--- src/rtl/cache_refill_engine.sv ---
// Miss handler between a direct-mapped cache and byte-wide main memory.
// It writes back a dirty victim line when needed, then fills the missing block one byte at a time.
module cache_refill_engine #(
    parameter int  BLOCK_SIZE = 16,
    parameter int  CNT_W      = 16,
    localparam int OFFSET_W   = $clog2(BLOCK_SIZE)
) (
    input  logic                clk,
    input  logic                reset,
    input  logic                req_valid,
    output logic                req_ready,
    input  logic [31:0]         req_addr,
    input  logic                wb_en,
    input  logic [31:0]         wb_addr,
    output logic [OFFSET_W-1:0] line_rd_idx,
    input  logic [7:0]          line_rd_data,
    output logic                fill_we,
    output logic [OFFSET_W-1:0] fill_idx,
    output logic [7:0]          fill_data,
    output logic                done,
    output logic                mem_req,
    output logic                mem_we,
    output logic [31:0]         mem_addr,
    output logic [7:0]          mem_wdata,
    input  logic                mem_ack,
    input  logic [7:0]          mem_rdata,
    output logic [CNT_W-1:0]    fill_count,
    output logic [CNT_W-1:0]    wb_count
);
    localparam logic [OFFSET_W-1:0] LAST     = OFFSET_W'(BLOCK_SIZE - 1);
    localparam logic [31:0]         OFF_MASK = 32'(BLOCK_SIZE - 1);

    typedef enum logic [1:0] {IDLE, WB, FILL, DONE} state_t;

    state_t              state, state_nx;
    logic [OFFSET_W-1:0] cnt;
    logic [31:0]         fill_base, wb_base;
    logic                last_beat;

    assign last_beat = mem_ack && (cnt == LAST);

    // Offset bits of both bases are zero, so OR-ing in cnt never carries out of the block.
    always_comb begin
        state_nx    = state;
        req_ready   = 1'b0;
        done        = 1'b0;
        mem_req     = 1'b0;
        mem_we      = 1'b0;
        mem_addr    = fill_base | 32'(cnt);
        mem_wdata   = line_rd_data;
        line_rd_idx = cnt;
        fill_we     = 1'b0;
        fill_idx    = cnt;
        fill_data   = mem_rdata;
        case (state)
            IDLE: begin
                req_ready = 1'b1;
                if (req_valid) state_nx = wb_en ? WB : FILL;
            end
            WB: begin
                mem_req  = 1'b1;
                mem_we   = 1'b1;
                mem_addr = wb_base | 32'(cnt);
                if (last_beat) state_nx = FILL;
            end
            FILL: begin
                mem_req = 1'b1;
                fill_we = mem_ack;
                if (last_beat) state_nx = DONE;
            end
            DONE: begin
                done     = 1'b1;
                state_nx = IDLE;
            end
            default: state_nx = IDLE;
        endcase
    end

    always_ff @(posedge clk or negedge reset) begin
        if (!reset) begin
            state      <= IDLE;
            cnt        <= '0;
            fill_base  <= '0;
            wb_base    <= '0;
            fill_count <= '0;
            wb_count   <= '0;
        end else begin
            state <= state_nx;
            case (state)
                IDLE: if (req_valid) begin
                    fill_base <= req_addr & ~OFF_MASK;
                    wb_base   <= wb_addr & ~OFF_MASK;
                    cnt       <= '0;
                end
                WB: if (mem_ack) begin
                    cnt <= cnt + OFFSET_W'(1);
                    if (last_beat && (wb_count != '1)) wb_count <= wb_count + CNT_W'(1);
                end
                FILL: if (mem_ack) begin
                    cnt <= cnt + OFFSET_W'(1);
                    if (last_beat && (fill_count != '1)) fill_count <= fill_count + CNT_W'(1);
                end
                default: ;
            endcase
        end
    end
endmodule

--- config.mk ---
export PLATFORM = sky130hd
export DESIGN_NAME = cache_refill_engine
export DESIGN_NICKNAME = d
export VERILOG_FILES = /design/src/rtl/cache_refill_engine.sv
export SDC_FILE = /design/constraint.sdc
export NUM_CORES = 1
export LEC_CHECK = 0
export BUFFER_PORTS_ARGS = -buffer_cell sky130_fd_sc_hd__buf_4
export CAP_MARGIN = 10
export CORE_MARGIN = 3
export CORE_UTILIZATION = 49
export CTS_CLUSTER_SIZE = 28
export DETAILED_ROUTE_END_ITERATION = 6
export GPL_TIMING_DRIVEN = 1
export HOLD_SLACK_MARGIN = 0.1
export PLACE_DENSITY = 0.82
export SYNTH_ARGS = -nofsm -noshare
export SYNTH_HDL_FRONTEND = slang
export SYNTH_SLANG_ARGS = --single-unit
export TNS_END_PERCENT = 50
--- constraint.sdc ---
create_clock -name clk -period 3.14 [get_ports clk]
set_input_delay 0.628 -clock clk [delete_from_list [all_inputs] [get_ports clk]]
set_output_delay 0.628 -clock clk [all_outputs]
set_load 0.02 [all_outputs]
==> results of run 1 <==
==> cells by family after synthesis <==
logic type	share of synthesized area
simple gates	0.121
flops	0.512
mux	0.215
buf+inv	0.0544
xor+xnor	0.0514
compound gates	0.0248
fa+ha+maj	0.0218
==> worst max-delay path: stages (launching register included) <==
cell and delay [ps]:
dfrtp_1 410, inv_1 120, ha_1 220, buf_4 420, mux2_2 400, buf_4 160
==> how the worst max path moves through the flow <==
stage                     startpoint      endpoint  slack [ps]  depth (start not counted)
after floorplan             state[1]  mem_addr[21]         640                          5
after global placement      state[1]  mem_addr[11]         820                          5
after detailed placement    state[1]  mem_addr[21]         800                          5
after CTS                   state[1]  mem_addr[21]         390                          5
after global routing        state[1]  mem_addr[11]         290                          5
final                       state[1]  mem_addr[18]         430                          5
==> routing by layer <==
layer | share of wire | wire [um] | vias to the layer above | global-route usage
li1 | - | - | 1511 | -
met1 | 0.42 | 4160 | 1588 | 0.237
met2 | 0.51 | 5050 | 97 | 0.316
met3 | 0.059 | 582 | 20 | 0.0386
met4 | 0.015 | 147 | 0 | 0.0627
met5 | 0 | 0 | - | 0
==> area by class of cell <==
type | count | area, um^2 | share of cell area
Sequential cell | 94 | 2350 | 0.409
Multi-Input combinational cell | 233 | 2000 | 0.347
Timing Repair Buffer | 141 | 1070 | 0.186
Tap cell | 108 | 135 | 0.0235
Clock buffer | 9 | 124 | 0.0215
Clock inverter | 7 | 55.1 | 0.00957
Inverter | 5 | 18.8 | 0.00326
==> registers in the layout (all words and copies together), names as in the netlist <==
name and flops:
fill_base 28, wb_count 16, state 2, fill_count 16, fill_idx 4, wb_base 28
==> stage by stage <==
step	setup slack (ps)	cells	instance area (um^2)	util	hold WS [ps]
after floorplan	640	366	4600	-	332
after global placement	818	581	5580	0.624	478
after detailed placement	797	581	5580	0.624	480
after CTS	390	597	5750	0.644	243
after global routing	288	597	5750	0.644	256
final	427	597	5750	0.644	236
==> report_power, final <==
| part | switching, uW | total [uW] | internal (uW) | leakage [uW] |
|---|---|---|---|---|
| combinational | 1080 | 2220 | 1150 | 0.00149 |
| clock | 453 | 750 | 297 | 0.0000866 |
| sequential | 222 | 1840 | 1620 | 0.00118 |
| total | 1750 | 4810 | 3060 | 0.00276 |
==> cells in the final DEF, fill, tap and decap left out, types with 4 or more instances in the layout <==
cell / n
nor3_1: 8
buf_4: 140
nand4_1: 13
nor2_1: 15
xnor2_1: 16
ha_1: 8
nor3_2: 4
inv_1: 5
xor2_1: 11
nand3_1: 11
mux2_2: 84
dfrtp_1: 94
o21ai_0: 7
clkbuf_8: 9
nand2_1: 19
and3_1: 4
==> results.json, run 1 <==
{
  "outcome": "complete, no violations",
  "die_height_um": 103,
  "fp.dieW_um": 103,
  "cts_inserted_buffers": 9,
  "r2r-end": "wb_base[30]",
  "ff2ff_setup_slack_ps": 1010,
  "core_area_um2": 8930,
  "max_freq_ghz": 0.369,
  "clockRootBuffer": "clkbuf_8",
  "relSlewSlack": 0.598,
  "fp.dieArea_um2": 10600,
  "avgViaCountPerCell": 5.39,
  "antenna_found_initial": 0,
  "fin_skew_ps": 15.2,
  "hold_buffers": 0,
  "timing.final.crit_period_ps": 2710,
  "globalplace.congestion": 0.837,
  "areaGrowthSynthToFinish_pct": 25.1,
  "synth_common_cells": "94 x dfrtp_1, 84 x mux2_2, 24 x buf_4, 20 x nand2_1, 16 x xnor2_1",
  "setup_viol": 0,
  "synth_edf_count": 0,
  "cts.sinks": 94,
  "routedWlPerCell_um": 16.7,
  "cts.repair.resized": 0,
  "syn-cell-area_um2": 4600,
  "cts_setup_buffers": 0,
  "synth_area_leader_cell": "dfrtp_1",
  "required_ps": 2510,
  "grt_first_pass_wirelength_um": 15300,
  "dr.first_iter.drc_count": 50,
  "rows": 34,
  "yosys_warnings": 0,
  "start_util": 0.515,
  "crit_arrival_ps": 2080,
  "nets": 577,
  "reg2reg_from": "state[0]",
  "worstSkewPairLatency_ps": 350,
  "syn_avg_cell_area_um2": 12.6,
  "drc": 0,
  "peakVddDrop_uv": 348,
  "dp_hpwl_um": 7350,
  "grt_max_degree": 57,
  "power_leakage_uw": 0.00276,
  "diodes": 0,
  "crit_type": "register to output pin",
  "worst-path-max-fanout": 29,
  "maxCapViolations": 0,
  "routed_wl_um": 9940,
  "hold_class": "input pin to async pin",
  "r2r_cells": 5,
  "syn_nets": 459,
  "overflow": 0,
  "max_slew.worst_pin.slew_ps": 601,
  "setup-tns-final_ps": 0,
  "cts_tree": "yes",
  "synth_area_leaders": "dfrtp_1 51%, mux2_2 21%, buf_4 3.9%, xnor2_1 3.0%, ha_1 2.2%",
  "clkTransAtPathRegs_ps": 90,
  "syn_inst": 366,
  "drtPass1Iterations": 4,
  "cts_buffer_depth": 2,
  "synth_ff_type": "dfrtp_1",
  "drtAntennaViolNets": 0,
  "synth_top_area_frac": 0.512,
  "finalCritPeriodShare": 0.864,
  "fill_cells": 710,
  "grt_pass1_vias": 3142,
  "ys_seq_area_frac": 0.512,
  "num_vias": 3216,
  "hold_viol": 0,
  "grtUsageTotal": 0.186,
  "boundaryPins": 178,
  "rsz0062_at_grt": "no",
  "ys_seq_elements": 94,
  "port-buffer-count": 137,
  "cp-end-kind": "output pin",
  "synth.most_common_cell": "dfrtp_1",
  "power_density_nw_per_um2": 836,
  "synthArstFlopShare": 1.00,
  "synth_cell_types": 40,
  "drive_gt1_frac": 0.519,
  "htreeDepth": 3,
  "slew_violations": 0,
  "fin_total_pwr_uw": 4810,
  "start_kind": "register"
}
(Power assumes the default switching activity.)
==> run 2, diff against run 1 <==
CORE_UTILIZATION = 50   (was 49)
PLACE_DENSITY = 0.84   (was 0.82)
==> run 2 against run 1 <==
  * Sequential power is essentially flat
  * Critical endpoint is now mem_addr[16]
  * Non-clock buffer count is the same
  * Combinational power is essentially flat
==> results.json, run 2 (synthesis gave the netlist of run 1 again) <==
{
  "seq_power_share": 0.375,
  "largestRegisters": "fill_base x28, wb_base x28",
  "clkTransAtPathRegs_ps": 90,
  "slew_violations": 0,
  "grt_first_pass_wirelength_um": 15000,
  "drtPass1Iterations": 4,
  "peakVddDrop_uv": 501,
  "cts.sinks": 94,
  "cts_inserted_buffers": 9,
  "max_freq_ghz": 0.360,
  "ff2ff_setup_slack_ps": 1000,
  "setup_viol": 0,
  "combPwrFrac": 0.456,
  "die_height_um": 102,
  "boundaryPins": 178,
  "fill_cells": 681,
  "max_slew.worst_pin.slew_ps": 597,
  "worst-path-max-fanout": 17,
  "final_cell_mix": "139 x buf_4, 94 x dfrtp_1, 84 x mux2_2",
  "switching_share": 0.356,
  "power_density_nw_per_um2": 846,
  "grt_max_degree": 49,
  "p_clk_frac": 0.169,
  "rows": 34,
  "routedWlPerCell_um": 16.0,
  "worstSkewPairLatency_ps": 360,
  "grt_pass1_vias": 3272,
  "clockRootBuffer": "clkbuf_8",
  "areaGrowthSynthToFinish_pct": 26.0,
  "nets": 577,
  "overflow": 0,
  "power_leakage_uw": 0.00278,
  "mostFrequentLayoutCell": "buf_4",
  "outcome": "complete, no violations",
  "power.internal_uw": 3160,
  "drc": 0,
  "startpoint": "state[1]",
  "crit_type": "register to output pin",
  "cts_buffer_depth": 2,
  "fin_skew_ps": 14.4,
  "timing.final.crit_period_ps": 2780,
  "power_switching_uw": 1740,
  "fp.dieW_um": 102,
  "start_kind": "register",
  "hold_viol": 0,
  "setup-tns-final_ps": 0,
  "required_ps": 2510,
  "start_util": 0.522,
  "grtUsageTotal": 0.182,
  "maxCapViolations": 0,
  "core_area_um2": 8810,
  "relSlewSlack": 0.601,
  "diodes": 0,
  "htreeDepth": 3,
  "rsz0062_at_grt": "no",
  "cp-end-kind": "output pin",
  "drtAntennaViolNets": 0,
  "fp.dieArea_um2": 10400,
  "cts.repair.resized": 0,
  "setup_slack_ps": 361,
  "num_vias": 3195,
  "reg2reg_from": "state[0]",
  "cts_tree": "yes",
  "finalCritPeriodShare": 0.885,
  "dp_hpwl_um": 7050,
  "dr.first_iter.drc_count": 96,
  "fin_total_pwr_uw": 4900,
  "globalplace.congestion": 0.840,
  "preCtsSetupSlack_ps": 715,
  "antenna_found_initial": 0,
  "hold_class": "input pin to async pin",
  "drive_gt1_frac": 0.521,
  "cts_setup_buffers": 0,
  "crit_arrival_ps": 2150,
  "hold_buffers": 0,
  "dpl.cell_count": 581,
  "avgViaCountPerCell": 5.35,
  "layout.cells.non_filler": 597,
  "routed_wl_um": 9530,
  "port-buffer-count": 137
}
## run 2: worst paths after layout
| kind | end | depth (start not counted) |
|---|---|---|
| max reg2reg | fill_base[15] | 5 |
| max in group asynchronous | wb_base[13] | 2 |
| max | mem_addr[16] | 5 |
| min in group clk | wb_base[28] | 2 |
| min | wb_count[5] | 1 |
| min reg2reg | wb_base[8] | 1 |
## run 2: power by group through the flow
| stage | clock, uW | sequential (uW) | combinational [uW] |
|---|---|---|---|
| floorplan | 0 | 1820 | 1530 |
| global placement | 0 | 1830 | 2210 |
| detailed placement | 0 | 1870 | 2260 |
| CTS | 849 | 1840 | 2270 |
| global route | 895 | 1890 | 2420 |
| finish | 826 | 1840 | 2240 |
## run 2: critical path, cell delays in order (launching register included)
cell and delay [ps]:
dfrtp_1 410, inv_1 140, ha_2 490, buf_12 220, mux2_2 360, buf_4 160
## run 2: metal layers
layer | share of wire | track usage
met1 | 0.40 | 0.215
met2 | 0.50 | 0.315
met3 | 0.084 | 0.0594
met4 | 0.016 | 0.0616
met5 | 0 | 0
## run 2: area by class of cell
| cell class | count | area, um^2 | share of cell area |
|---|---|---|---|
| Sequential cell | 94 | 2350 | 0.406 |
| Timing Repair Buffer | 141 | 1080 | 0.187 |
| Multi-Input combinational cell | 233 | 2000 | 0.345 |
| Clock buffer | 9 | 124 | 0.0214 |
| Inverter | 5 | 18.8 | 0.00324 |
| Clock inverter | 7 | 78.8 | 0.0136 |
| Tap cell | 108 | 135 | 0.0233 |
## run 2: stage by stage
stage / area, um^2 / utilization / hold WS (ps)
after global routing: 5790 / 0.658 / 304
after detailed placement: 5590 / 0.635 / 491
after global placement: 5590 / 0.635 / 481
final: 5790 / 0.658 / 270
after CTS: 5790 / 0.658 / 282
after floorplan: 4600 / - / 332
